File: src/rtl/y_window_monitor_pkg.sv
// Shared types and helpers for the y_window_monitor block.
//   state_t      : FSM encoding (IDLE, MEASURE, REPORT)
//   DEF_CNT_W    : default report counter width
//   DEF_WIN_LEN  : default number of y samples per window
//   sat_inc      : increment that sticks at a ceiling value
package y_window_monitor_pkg;

  typedef enum logic [1:0] {
    IDLE    = 2'd0,
    MEASURE = 2'd1,
    REPORT  = 2'd2
  } state_t;

  localparam int unsigned DEF_CNT_W   = 8;
  localparam int unsigned DEF_WIN_LEN = 16;

  // Returns v+1 when inc is set and v is below vmax, otherwise v unchanged.
  function automatic logic [31:0] sat_inc(input logic [31:0] v,
                                          input logic [31:0] vmax,
                                          input logic        inc);
    if (inc && (v != vmax)) return v + 32'd1;
    return v;
  endfunction

endpackage

File: src/rtl/y_window_monitor_y_sync2.sv
// y_sync2: two-flop synchroniser for the monitored y signal.
// Used by y_window_monitor only when Y_MONITOR_SYNC_EN is defined.
//   clk  : rising-edge clock
//   rst  : asynchronous active-high reset, flops clear to 0
//   i_d  : asynchronous input
//   o_q  : synchronised output, two cycles behind i_d
module y_sync2
  import y_window_monitor_pkg::*;
(
  input  logic clk,
  input  logic rst,
  input  logic i_d,
  output logic o_q
);

  logic r_meta;
  logic r_sync;

  always_ff @(posedge clk or posedge rst) begin
    if (rst) begin
      r_meta <= 1'b0;
      r_sync <= 1'b0;
    end else begin
      r_meta <= i_d;
      r_sync <= r_meta;
    end
  end

  assign o_q = r_sync;

endmodule

File: src/rtl/y_window_monitor.sv
// y_window_monitor: watches y over a window of WIN_LEN clock edges and
// reports high-cycle count, rising-edge count and a sticky saturation flag
// over a valid/ready handshake.
// Build option: define Y_MONITOR_SYNC_EN to pass y_in through a 2-flop
// synchroniser (y_sync2) before sampling; otherwise y_in is used directly.
// Ports:
//   clk, rst      : clock, asynchronous active-high reset
//   y_in          : monitored signal
//   start         : begin a window (only honoured in IDLE)
//   busy          : high in MEASURE or REPORT
//   rpt_valid     : report available (REPORT state)
//   rpt_ready     : consumer accepts report
//   rpt_high_cnt  : samples with y high
//   rpt_edge_cnt  : 0->1 transitions of sampled y
//   rpt_ovf       : a counter saturated during the window
module y_window_monitor
  import y_window_monitor_pkg::*;
#(
  parameter int unsigned CNT_W   = DEF_CNT_W,
  parameter int unsigned WIN_LEN = DEF_WIN_LEN
) (
  input  logic             clk,
  input  logic             rst,
  input  logic             y_in,
  input  logic             start,
  output logic             busy,
  output logic             rpt_valid,
  input  logic             rpt_ready,
  output logic [CNT_W-1:0] rpt_high_cnt,
  output logic [CNT_W-1:0] rpt_edge_cnt,
  output logic             rpt_ovf
);

  localparam int unsigned      WC_W     = $clog2(WIN_LEN + 1);
  localparam logic [WC_W-1:0]  WIN_LAST = WC_W'(WIN_LEN - 1);
  localparam logic [CNT_W-1:0] CNT_MAX  = '1;

  state_t           r_state;
  state_t           w_state_nxt;
  logic [CNT_W-1:0] r_high_cnt;
  logic [CNT_W-1:0] r_edge_cnt;
  logic             r_ovf;
  logic             r_y_prev;
  logic [WC_W-1:0]  r_win_cnt;
  logic             w_y_s;
  logic             w_rise;
  logic             w_last;

`ifdef Y_MONITOR_SYNC_EN
  y_sync2 u_sync (
    .clk (clk),
    .rst (rst),
    .i_d (y_in),
    .o_q (w_y_s)
  );
`else
  assign w_y_s = y_in;
`endif

  assign w_rise = w_y_s & ~r_y_prev;
  assign w_last = (r_win_cnt == WIN_LAST);

  always_ff @(posedge clk or posedge rst) begin
    if (rst) r_state <= IDLE;
    else     r_state <= w_state_nxt;
  end

  always_comb begin
    w_state_nxt = r_state;
    busy        = 1'b0;
    rpt_valid   = 1'b0;
    case (r_state)
      IDLE: begin
        if (start) w_state_nxt = MEASURE;
      end
      MEASURE: begin
        busy = 1'b1;
        if (w_last) w_state_nxt = REPORT;
      end
      REPORT: begin
        busy      = 1'b1;
        rpt_valid = 1'b1;
        if (rpt_ready) w_state_nxt = IDLE;
      end
      default: w_state_nxt = IDLE;
    endcase
  end

  // The start-edge sample only seeds y_prev; counting begins on the next edge.
  always_ff @(posedge clk or posedge rst) begin
    if (rst) begin
      r_high_cnt <= '0;
      r_edge_cnt <= '0;
      r_ovf      <= 1'b0;
      r_y_prev   <= 1'b0;
      r_win_cnt  <= '0;
    end else begin
      case (r_state)
        IDLE: begin
          if (start) begin
            r_high_cnt <= '0;
            r_edge_cnt <= '0;
            r_ovf      <= 1'b0;
            r_win_cnt  <= '0;
            r_y_prev   <= w_y_s;
          end
        end
        MEASURE: begin
          r_high_cnt <= CNT_W'(sat_inc(32'(r_high_cnt), 32'(CNT_MAX), w_y_s));
          r_edge_cnt <= CNT_W'(sat_inc(32'(r_edge_cnt), 32'(CNT_MAX), w_rise));
          if ((w_y_s && (r_high_cnt == CNT_MAX)) ||
              (w_rise && (r_edge_cnt == CNT_MAX)))
            r_ovf <= 1'b1;
          r_y_prev  <= w_y_s;
          r_win_cnt <= r_win_cnt + WC_W'(1);
        end
        default: ;
      endcase
    end
  end

  assign rpt_high_cnt = r_high_cnt;
  assign rpt_edge_cnt = r_edge_cnt;
  assign rpt_ovf      = r_ovf;

endmodule
File: config.mk
export PLATFORM = sky130hd
export DESIGN_NAME = y_window_monitor
export DESIGN_NICKNAME = d
export VERILOG_FILES = /design/src/rtl/y_window_monitor_pkg.sv /design/src/rtl/y_window_monitor_y_sync2.sv /design/src/rtl/y_window_monitor.sv
export SDC_FILE = /design/constraint.sdc
export NUM_CORES = 1
export LEC_CHECK = 0
export BUFFER_PORTS_ARGS = -buffer_cell sky130_fd_sc_hd__buf_2
export CAP_MARGIN = 15
export CORE_UTILIZATION = 35
export CTS_BUF_LIST = sky130_fd_sc_hd__clkbuf_4 sky130_fd_sc_hd__clkbuf_8
export DETAILED_ROUTE_END_ITERATION = 12
export GPL_ROUTABILITY_DRIVEN = 0
export HOLD_SLACK_MARGIN = 0.08
export MAX_ROUTING_LAYER = met4
export SETUP_SLACK_MARGIN = 0.02
export SLEW_MARGIN = 20
export SYNTH_ARGS = -nofsm -noshare
export SYNTH_HDL_FRONTEND = slang
export SYNTH_HIERARCHICAL = 1
export SYNTH_SLANG_ARGS = --single-unit
File: constraint.sdc
create_clock -name clk -period 3.8 [get_ports clk]
set_clock_uncertainty 0.2 [all_clocks]
set_input_delay 0.38 -clock clk [delete_from_list [all_inputs] [get_ports clk]]
set_output_delay 0.38 -clock clk [all_outputs]
set_load 0.01 [all_outputs]
==> Word level (Yosys, flattened, before mapping) <==
Index checks and enable logic that the tools add are counted.
{ "word_totals": {"reg_bits": 25, "in_bits": 5, "out_inout_bits": 19, "word_cells": 61} }
{ "classes": {"add_sub_neg": 3, "n_eq_ne": 13, "muxes": 24, "bitwise": 2, "n_reduce_logical": 13} }
{ "ops": {"columns": ["operator", "n"], "rows": [
  ["$mux W8", 5],
  ["$pmux W8 S2", 2],
  ["$add A8 B1 Y8 const B", 2],
  ["$eq A8 B8 Y1 const B", 2],
  ["$ne A8 B8 Y1 const B", 2],
  ["$ne A2 B2 Y1 const B", 6],
  ["$reduce_and A3 Y1", 4],
  ["$pmux W5 S2", 1],
  ["$mux W1", 9],
  ["$mux W2", 3],
  ["$pmux W2 S3", 1],
  ["$add A5 B1 Y5 const B", 1],
  ["$eq A5 B4 Y1 const B", 1],
  ["$mux W5", 1],
  ["$logic_and A1 B1 Y1", 4],
  ["$pmux W1 S2", 2],
  ["$eq A2 B1 Y1 const B", 1],
  ["$eq A2 B2 Y1 const B", 1],
  ["$logic_not A2 Y1", 1],
  ["$reduce_and A2 Y1", 1],
  ["$reduce_bool A2 Y1", 1],
  ["$reduce_or A2 Y1", 1],
  ["$and A1 B1 Y1", 1],
  ["$logic_or A1 B1 Y1", 1],
  ["$not A1 Y1", 1]
]} }

==> Depth between registers and ports, before layout <==
Gate-level depths: netlist (run 1).
{ "depth": {"ltp_word": 7, "ltp_mapped": 8, "ltp_nobuf": 6} }

==> Worst setup path before layout (run 1) <==
No wires, ideal clock.
{ "synth_path": {"kind": "flip-flop to flip-flop", "start": "register r_state[1]", "end": "register r_edge_cnt[5] (netlist: rpt_edge_cnt[5])", "setup_time_ns": 0.078, "arrival_ns": 1.678, "required_ns": 3.522, "path_slack_ns": 1.844, "path_stages_with_launch": 8, "n_path_buf": 1, "synth_period_minus_slack_ns": 1.956, "cell_sequence": "dfrtp_1 inv_1 ha_1 buf_2 mux2_4 o2111ai_4 or4_1 a21oi_1"} }
{ "synth_between": {"elab_chain_len": 3, "word_cells_on_any_way": 7, "classes_between": "3 x eq/ne; 1 x mux; 3 x reduce/logical"} }
{ "synth_rtl": {"columns": ["item", "line_no", "rtl"], "rows": [
  ["from (decl)", "y_window_monitor.sv:38", "state_t r_state;"],
  ["from (signal assigned)", "y_window_monitor.sv:65", "else r_state <= w_state_nxt;"],
  ["$eq A2 B1 Y1 or $logic_not A2 Y1 (tied branches)", "y_window_monitor.sv:98", "case (r_state)"],
  ["$ne A2 B2 Y1 (no line) or $reduce_bool A2 Y1 (tied branches)", null, null],
  ["$reduce_and A3 Y1 (no line)", null, null],
  ["to (signal assigned)", "y_window_monitor.sv:110", "r_edge_cnt <= CNT_W'(sat_inc(32'(r_edge_cnt), 32'(CNT_MAX), w_rise));"],
  ["to (decl)", "y_window_monitor.sv:41", "logic [CNT_W-1:0] r_edge_cnt;"]
]} }
Several ways; a longest one is shown, not always the timed one.
A chain may end at the register's enable or synchronous reset.

==> Final worst setup path (run 1) <==
Same ends and word-level chain as after synthesis.

==> results of run 1 <==
tightest hold or removal path: stages (launching register included):
cell                      delay (ps)
sky130_fd_sc_hd__dfrtp_1         380
sky130_fd_sc_hd__inv_1            60
sky130_fd_sc_hd__a21oi_1          50
sequential cells by signal (all words and copies together), names as in the netlist:
signal / flops
r_y_prev: 1
rpt_high_cnt: 8
rpt_edge_cnt: 8
rpt_ovf: 1
r_state: 2
r_win_cnt: 5
final timing paths:
check / depth (start not counted) / start / to / slack [ps]
hold / removal: 2 / rpt_ovf$_DFFE_PP0P_ / rpt_ovf$_DFFE_PP0P_ / 320
max in group asynchronous: 3 / rst / rpt_high_cnt[7]$_DFFE_PP0P_ / 2450
setup reg to reg: 6 / r_state[1]$_DFFE_PP0P_ / rpt_edge_cnt[5]$_DFFE_PP0P_ / 1430
hold reg to reg: 2 / rpt_ovf$_DFFE_PP0P_ / rpt_ovf$_DFFE_PP0P_ / 320
min in group asynchronous: 3 / rst / rpt_edge_cnt[4]$_DFFE_PP0P_ / 530
setup / recovery: 6 / r_state[1]$_DFFE_PP0P_ / rpt_edge_cnt[5]$_DFFE_PP0P_ / 1430
per-stage QoR:
| step | setup WS [ps] | power (mW) | cells | cell area (um2) | utilization, % |
|---|---|---|---|---|---|
| final | 1430 | 0.840 | 211 | 1580 | 42.8 |
| after global routing | 1260 | 0.903 | 211 | 1580 | 42.8 |
| after CTS | 1410 | 0.849 | 210 | 1570 | 42.6 |
| after detailed placement | 1440 | 0.681 | 206 | 1520 | 41.2 |
| after global placement | 1590 | 0.668 | 206 | 1520 | 41.2 |
| after floorplan | 1840 | 0.593 | 138 | 1360 | - |
cell type report:
type                       instances  area (um2)  share of cell area, %
multi-input combinational        100         683                   43.2
sequential                        25         626                   39.6
timing repair buffer              24         125                   7.92
tap                               48        60.1                   3.80
clock buffer                       4        48.8                   3.09
inverter                          10        37.5                   2.38
layer usage:
layer | share of wire (%) | global-route usage [%] | up-vias | routed length (um)
met5 | 0 | - | - | 0
li1 | - | - | 569 | -
met2 | 48 | 27.8 | 25 | 1430
met4 | 0.64 | 3.33 | 0 | 19
met1 | 47 | 19.6 | 560 | 1380
met3 | 4.3 | 3.39 | 2 | 128
power breakdown:
part | switching (mW) | total, mW | leakage (nW) | internal, mW
clock | 0.0825 | 0.165 | 0.0262 | 0.0821
combinational | 0.203 | 0.327 | 0.349 | 0.124
sequential | 0.0382 | 0.349 | 0.340 | 0.311
timing repair:
item	in CTS	in global routing
endpoints found under the hold margin	0	25
gates resized for setup	0	0
hold buffers	0	1
placed cells by master (no fill, tap or decap), drive strengths merged, types with 3 or more instances in the layout:
cell and count:
nand4 4, mux2i 3, o31ai 4, nand2 11
ha 8, buf 23, or3 6, nand3 8
clkbuf 4, and3 4, a21oi 8, inv 9
o21ai 12, dfrtp 25, nor3 4, nor2 4
cell families (layout without fill, tap and decap cells):
kind of cell	Yosys count	count (layout)	share of synthesized area (%)
AO/OA/AOI/OAI	38	38	19.1
multiplexers	5	5	4.14
AND/OR/NAND/NOR	49	49	19.6
flip-flops	25	25	46.0
adder cells (fa/ha/maj)	8	8	7.36
buffers and inverters	13	38	3.77
==> impl_summary.txt, run 1 <==
----------------------------------------------------
[Outcome]
  Result of the run ... finished, final reports clean

[Pwr]
  Largest vdd supply drop ... 192 uV
  Leakage ... 0.716 nW
  Power per unit of standard cell area ... 532 nW/um2

[STA]
  Relative slew margins ... 39.5%
  Number of failing hold endpoints at the final stage ... 0
  Final TNS setup ... 0 ps
  RSZ-0062 raised after global routing ... false
  # setup viols final ... 0
  Final clock period utilization by the worst path ... 62.3%
  Max Freq ... 423 MHz
  Min Clock Period, post-route ... 2370 ps
  Final Max Slew Viols ... 0
  Worst Hold Margin ... 322 ps
  Measured slew at the worst slew-check pin ... 903 ps

[Worst setup path]
  Critical path data arrival time ... 2350 ps
  Maximum fanout count along the critical path ... 16
  Cell class contributing the biggest share of worst-path delay ... simple AND/OR/NAND/NOR gates
  Longest individual stage delay on the worst path ... 520 ps
  CP Launch Type ... flop
  Critical-path cell list ... inv_1 -> ha_1 -> mux2_4 -> o2111ai_4 -> or4_1 -> a21oi_1
  Endpoint class of the critical path ... flop
  CP max-delay cell ... sky130_fd_sc_hd__or4_1
  WP buf/inv ... 1
  Type of the setup path with the least slack ... reg -> reg
  Endpoint required time on the critical path ... 3790 ps

[Final layout]
  Number of fill cells in the layout ... 380
  Number of inserted diodes ... 0
  Fraction of layout instances using a drive strength above 1 ... 18.4%
  Final-stage net count ... 177
  Signed area change from the synthesized netlist to the final layout ... 16.2%

[Clock network]
  Setup bufs post-CTS ... 0
  Clock tree sinks ... 25
  Later-pin clock latency in the skew report ... 270 ps
  H-tree Lvls ... 1
  CTS root buf ... sky130_fd_sc_hd__clkbuf_8
  Inserted Clock Buffers ... 3
  CTS tree ... yes
  Clk buf depth ... 2
  Clk pin slew, worst setup/hold paths ... 90 ps

[Yosys]
  Count of mapped cells out of synthesis ... 138
  Most common library cells after synthesis ... sky130_fd_sc_hd__dfrtp_1 (25), sky130_fd_sc_hd__o21ai_0 (12), sky130_fd_sc_hd__nand2_1 (11)
  Number of different library cells in the post-synthesis netlist ... 34
  Yosys warns ... 6
  Synthesized netlist net count ... 151
  Biggest area consumer among synthesized cells ... sky130_fd_sc_hd__dfrtp_1
  Number of flops mapped to enable cells by yosys ... 0
  Area share of the leading cell type in the synthesized netlist ... 46.0%
  Post-Synthesis Mean Instance Area ... 9.86 um2
  Sequential share of the synthesized area ... 46.0%
  Summed instance area of the synthesized netlist ... 1360 um2
  Ys flop type ... sky130_fd_sc_hd__dfrtp_1
  Leading post-synthesis cells by cell area ... sky130_fd_sc_hd__dfrtp_1 (46%), sky130_fd_sc_hd__ha_1 (7.4%), sky130_fd_sc_hd__o21ai_0 (4.4%), sky130_fd_sc_hd__nand2_1 (3.0%), sky130_fd_sc_hd__a21oi_1 (2.9%)
  Leading cell type by number of instances after synthesis ... sky130_fd_sc_hd__dfrtp_1
  Flop and latch count out of synthesis ... 25
  Fraction of registers with async set or reset after synthesis ... 100%

[Detailed routing]
  Number of DRC markers in iteration 0 ... 50
  Via-per-instance ratio ... 5.48
  Post-detailed-route wirelength per cell ... 14.0 um
  Post-detailed-route DRC marker count ... 0
  Total vias in the final route ... 1156
  Total wire length after detailed routing ... 2960 um
  Drt pass-1 iters ... 4
  Antenna-violating nets left ... 0

[Die]
  Core region area ... 3690 um2
  Die X-Extent ... 64.3 um
  Cell Rows ... 22
  Overall die height ... 64.3 um
  Starting Density ... 36.9%
  Die Footprint ... 4140 um2
  Top Ports ... 24

[GRT]
  Maximum number of pins on one net before global-route repair ... 26
  Global route total overflow ... 0
  GRT Resource Usage Total ... 16.2%
  Number of global-route vias before repair ... 1140
  First-pass GRT wire length ... 5130 um
  Number of antenna violations at the first check in global routing ... 0

[Min path]
  Type of the most critical hold path ... reg -> reg

[Placed design]
  Half-perimeter wire length of the detailed placement result ... 2170 um
  Number of buffers added on ports ... 23

[Flow run]
  Max-Cap Viols ... 0

----------------------------------------------------
Power figures use the tool's default switching activity.
==> inputs of run 2 (changes only) <==
ABC_AREA = 1   (was unset)
clock period = 2.2 ns   (was 3.8 ns; I/O delays follow)
==> run 2 against run 1 <==
Compared with the run above:
- sequential share of layout area decreased by 5.4 points
- combinational power rose to 2.5 times the previous value
- global-route usage decreased by 1.4 points
- utilization shrank 0.77 points
- register-to-register slack worse by 1000 ps
- die area increased by 17%
- non-clock buffer count rose by 2
==> impl_summary.txt, run 2 <==
----------------------------------------------------
[Die]
  Top Ports ... 24 (unchanged)
  Cell Rows ... 24 (+9.1%)
  Die X-Extent ... 69.5 um (+8.0%)
  Core region area ... 4350 um2 (+18%)
  Overall die height ... 69.5 um (+8.0%)
  Starting Density ... 36.6% (-0.29 points)
  Die Footprint ... 4820 um2 (+17%)

[Yosys]
  Area share of the leading cell type in the synthesized netlist ... 39.3% (-6.7 points)
  Yosys warns ... 6 (unchanged)
  Sequential share of the synthesized area ... 39.3% (-6.7 points)
  Synth Area in Compound Gates ... 4.87% (-14 points)
  Leading cell type by number of instances after synthesis ... sky130_fd_sc_hd__nand2_1
  Post-Synthesis Mean Instance Area ... 7.44 um2 (-24%)
  Summed instance area of the synthesized netlist ... 1590 um2 (+17%)
  Ys flop type ... sky130_fd_sc_hd__dfrtp_1
  Biggest area consumer among synthesized cells ... sky130_fd_sc_hd__dfrtp_1
  Count of mapped cells out of synthesis ... 214 (+55%)
  Portion of netlist area occupied by mux cells ... 0% (-4.1 points)
  Xor/xnor share of the synthesized area ... 2.75% (+2.7 points)
  Post-synthesis share of cell area spent on full adders, half adders and majority gates ... 6.28% (-1.1 points)
  Fraction of registers with async set or reset after synthesis ... 100% (unchanged)
  Main combinational cell family by area after synthesis ... simple AND/OR/NAND/NOR gates
  Number of different library cells in the post-synthesis netlist ... 26 (-24%)
  Simple-gate area share of the yosys netlist ... 40.0% (+20 points)
  Number of flops mapped to enable cells by yosys ... 0 (unchanged)
  Flop and latch count out of synthesis ... 25 (unchanged)
  Leading post-synthesis cells by cell area ... sky130_fd_sc_hd__dfrtp_1 (39%), sky130_fd_sc_hd__nand2_1 (17%), sky130_fd_sc_hd__nand3_1 (8.2%), sky130_fd_sc_hd__nor2_1 (6.4%), sky130_fd_sc_hd__ha_1 (6.3%)
  Synthesized netlist net count ... 227 (+50%)
  Most common library cells after synthesis ... sky130_fd_sc_hd__nand2_1 (73), sky130_fd_sc_hd__nor2_1 (27), sky130_fd_sc_hd__nand3_1 (26)

[Placed design]
  Half-perimeter wire length of the detailed placement result ... 2360 um (+8.8%)
  Number of buffers added on ports ... 23 (unchanged)

[Detailed routing]
  Number of DRC markers in iteration 0 ... 82 (+64%)
  Total vias in the final route ... 1373 (+19%)
  Post-detailed-route DRC marker count ... 0 (unchanged)
  Antenna-violating nets left ... 0 (unchanged)
  Total wire length after detailed routing ... 3290 um (+11%)
  Drt pass-1 iters ... 4 (unchanged)
  Post-detailed-route wirelength per cell ... 11.2 um (-20%)
  Via-per-instance ratio ... 4.67 (-15%)

[GRT]
  Number of antenna violations at the first check in global routing ... 0 (unchanged)
  Most Used Layer, Global Route ... met2
  First-pass GRT wire length ... 5580 um (+8.7%)
  Maximum number of pins on one net before global-route repair ... 26 (unchanged)
  Met3 Track Usage GR ... 3.05% (-0.34 points)
  Global route total overflow ... 0 (unchanged)
  GRT Resource Usage Total ... 14.8% (-1.4 points)
  Met2 track demand over resource ... 22.7% (-5.1 points)
  Number of global-route vias before repair ... 1201 (+5.4%)
  Global routing met1 resource utilization ... 20.2% (+0.64 points)

[Worst setup path]
  Endpoint required time on the critical path ... 2160 ps (-1630 ps)
  Critical path data arrival time ... 1770 ps (-580 ps)
  Type of the setup path with the least slack ... reg -> reg
  Endpoint class of the critical path ... flop
  Maximum fanout count along the critical path ... 19 (+3)
  Reg2Reg Setup Slack ... 400 ps (-1040 ps)
  CP Launch Type ... flop

[Final layout]
  Highest-count cells in the layout ignoring fill and taps ... sky130_fd_sc_hd__nand2_1 (73), sky130_fd_sc_hd__nor2_1 (27), sky130_fd_sc_hd__nand3_1 (26)
  Signed area change from the synthesized netlist to the final layout ... 15.0%
  Number of fill cells in the layout ... 449 (+18%)
  Most frequent standard cell in the layout excluding fill and tap cells ... sky130_fd_sc_hd__nand2_1
  Number of inserted diodes ... 0 (unchanged)
  Final-stage net count ... 256 (+45%)
  Fraction of layout instances using a drive strength above 1 ... 16.5% (-1.9 points)
  Post-Route Utilization ... 42.1% (-0.77 points)

[Pwr]
  Leakage ... 0.928 nW (+30%)
  Post-layout power ... 1.71 mW (+100%)
  Net switching share of the total power ... 46.0% (+7.4 points)
  Net Sw Power ... 0.784 mW (+140%)
  Largest vdd supply drop ... 625 uV (+220%)
  Fraction of power consumed by the clock network ... 16.8% (-2.8 points)
  Power Internal ... 0.922 mW (+79%)
  Gate power share ... 48.0% (+9.1 points)
  Sequential Power Share ... 35.2% (-6.3 points)
  Power per unit of standard cell area ... 931 nW/um2 (+75%)

[Clock network]
  Later-pin clock latency in the skew report ... 270 ps (about the same)
  Inserted Clock Buffers ... 3 (unchanged)
  CTS tree ... yes
  Clk buf depth ... 2 (unchanged)
  CTS root buf ... sky130_fd_sc_hd__clkbuf_8
  Setup bufs post-CTS ... 0 (unchanged)
  H-tree Lvls ... 1 (unchanged)
  Clock tree sinks ... 25 (unchanged)
  Clk pin slew, worst setup/hold paths ... 80 ps (about the same)

[STA]
  RSZ-0062 raised after global routing ... false
  Final Max Slew Viols ... 0 (unchanged)
  Final TNS setup ... 0 ps (unchanged)
  Max Freq ... 554 MHz (+31%)
  Final clock period utilization by the worst path ... 82.0% (+20 points)
  Relative slew margins ... 77.5% (+38 points)
  Measured slew at the worst slew-check pin ... 338 ps (-564 ps)
  # setup viols final ... 0 (unchanged)
  Number of failing hold endpoints at the final stage ... 0 (unchanged)
  Min Clock Period, post-route ... 1800 ps (-562 ps)

[Flow run]
  Max-Cap Viols ... 0 (unchanged)

[Min path]
  Type of the most critical hold path ... in -> reg

[Outcome]
  Result of the run ... finished, final reports clean

----------------------------------------------------
## run 2: cell count changes after synthesis, moves of 4 or more
cell | before | now
sky130_fd_sc_hd__inv_1 | 10 | 21
sky130_fd_sc_hd__nor2_1 | 4 | 27
sky130_fd_sc_hd__nand3_1 | 8 | 26
sky130_fd_sc_hd__o21ai_0 | 12 | 3
sky130_fd_sc_hd__nand2_1 | 11 | 73
sky130_fd_sc_hd__a21oi_1 | 8 | 4
sky130_fd_sc_hd__nor3_1 | 4 | 0
sky130_fd_sc_hd__and3_1 | 4 | 0
sky130_fd_sc_hd__nand2_4 | 0 | 5
sky130_fd_sc_hd__o31ai_1 | 4 | 0
sky130_fd_sc_hd__or3_1 | 6 | 0
## run 2: worst max-delay path: stages (launching register included)
cell,delay (ps)
sky130_fd_sc_hd__dfrtp_1,370
sky130_fd_sc_hd__inv_1,80
sky130_fd_sc_hd__ha_1,220
sky130_fd_sc_hd__inv_4,210
sky130_fd_sc_hd__nand2_4,70
sky130_fd_sc_hd__nand2_4,110
sky130_fd_sc_hd__inv_6,70
sky130_fd_sc_hd__nand2_8,130
sky130_fd_sc_hd__nand2_4,90
sky130_fd_sc_hd__nand2_1,80
sky130_fd_sc_hd__nand2_1,50
## run 2: final timing paths
path	end	depth (start not counted)	startpoint
max	rpt_high_cnt[7]$_DFFE_PP0P_	10	r_state[1]$_DFFE_PP0P_
min	rpt_ovf$_DFFE_PP0P_	5	y_in
max reg2reg	rpt_high_cnt[7]$_DFFE_PP0P_	10	r_state[1]$_DFFE_PP0P_
min reg2reg	r_state[1]$_DFFE_PP0P_	2	r_state[1]$_DFFE_PP0P_
max in group asynchronous	rpt_high_cnt[1]$_DFFE_PP0P_	4	rst
min in group asynchronous	r_win_cnt[1]$_DFFE_PP0P_	4	rst
## run 2: metal layers
layer	wire, um	vias to the layer above	share of wire, %
met5	0	-	0
met4	21	0	0.64
met3	98	2	3.0
met2	1490	19	45
met1	1670	619	51
li1	-	733	-
## run 2: cells by family after synthesis
logic type               count (synthesis)
XOR/XNOR                                 5
AO/OA/AOI/OAI                           13
AND/OR/NAND/NOR                        138
flip-flops                              25
adder cells (fa/ha/maj)                  8
buffers and inverters                   25
## run 2: power groups by stage
stage	clock [mW]	combinational, mW	sequential, mW
after floorplan	0	0.673	0.603
after global placement	0	0.816	0.608
after detailed placement	0	0.820	0.610
after CTS	0.297	0.825	0.600
after global routing	0.320	0.914	0.611
final	0.287	0.818	0.601
## run 2: layout make-up
cell class	count	area [um2]	area share (%)
clock buffers	4	48.8	2.66
multi-input cells	164	858	46.9
repair buffers	26	140	7.65
flip-flops and latches	25	626	34.2
inverters	23	93.8	5.12
well taps	52	65.1	3.55
## run 2: metrics by stage
step | instance area, um2 | std cells | hold slack (ps) | worst slack [ps]
after CTS | 1830 | 294 | 197 | 378
after detailed placement | 1770 | 289 | 93.3 | 391
after global routing | 1830 | 294 | 216 | 260
after global placement | 1770 | 289 | 87.7 | 431
final | 1830 | 294 | 194 | 396
after floorplan | 1590 | 214 | 47.3 | 449
## run 2: repair_timing
item                      4_1_cts  5_1_grt
gates resized for setup         0        0
hold buffers                    1        0
hold endpoints to repair       25        0
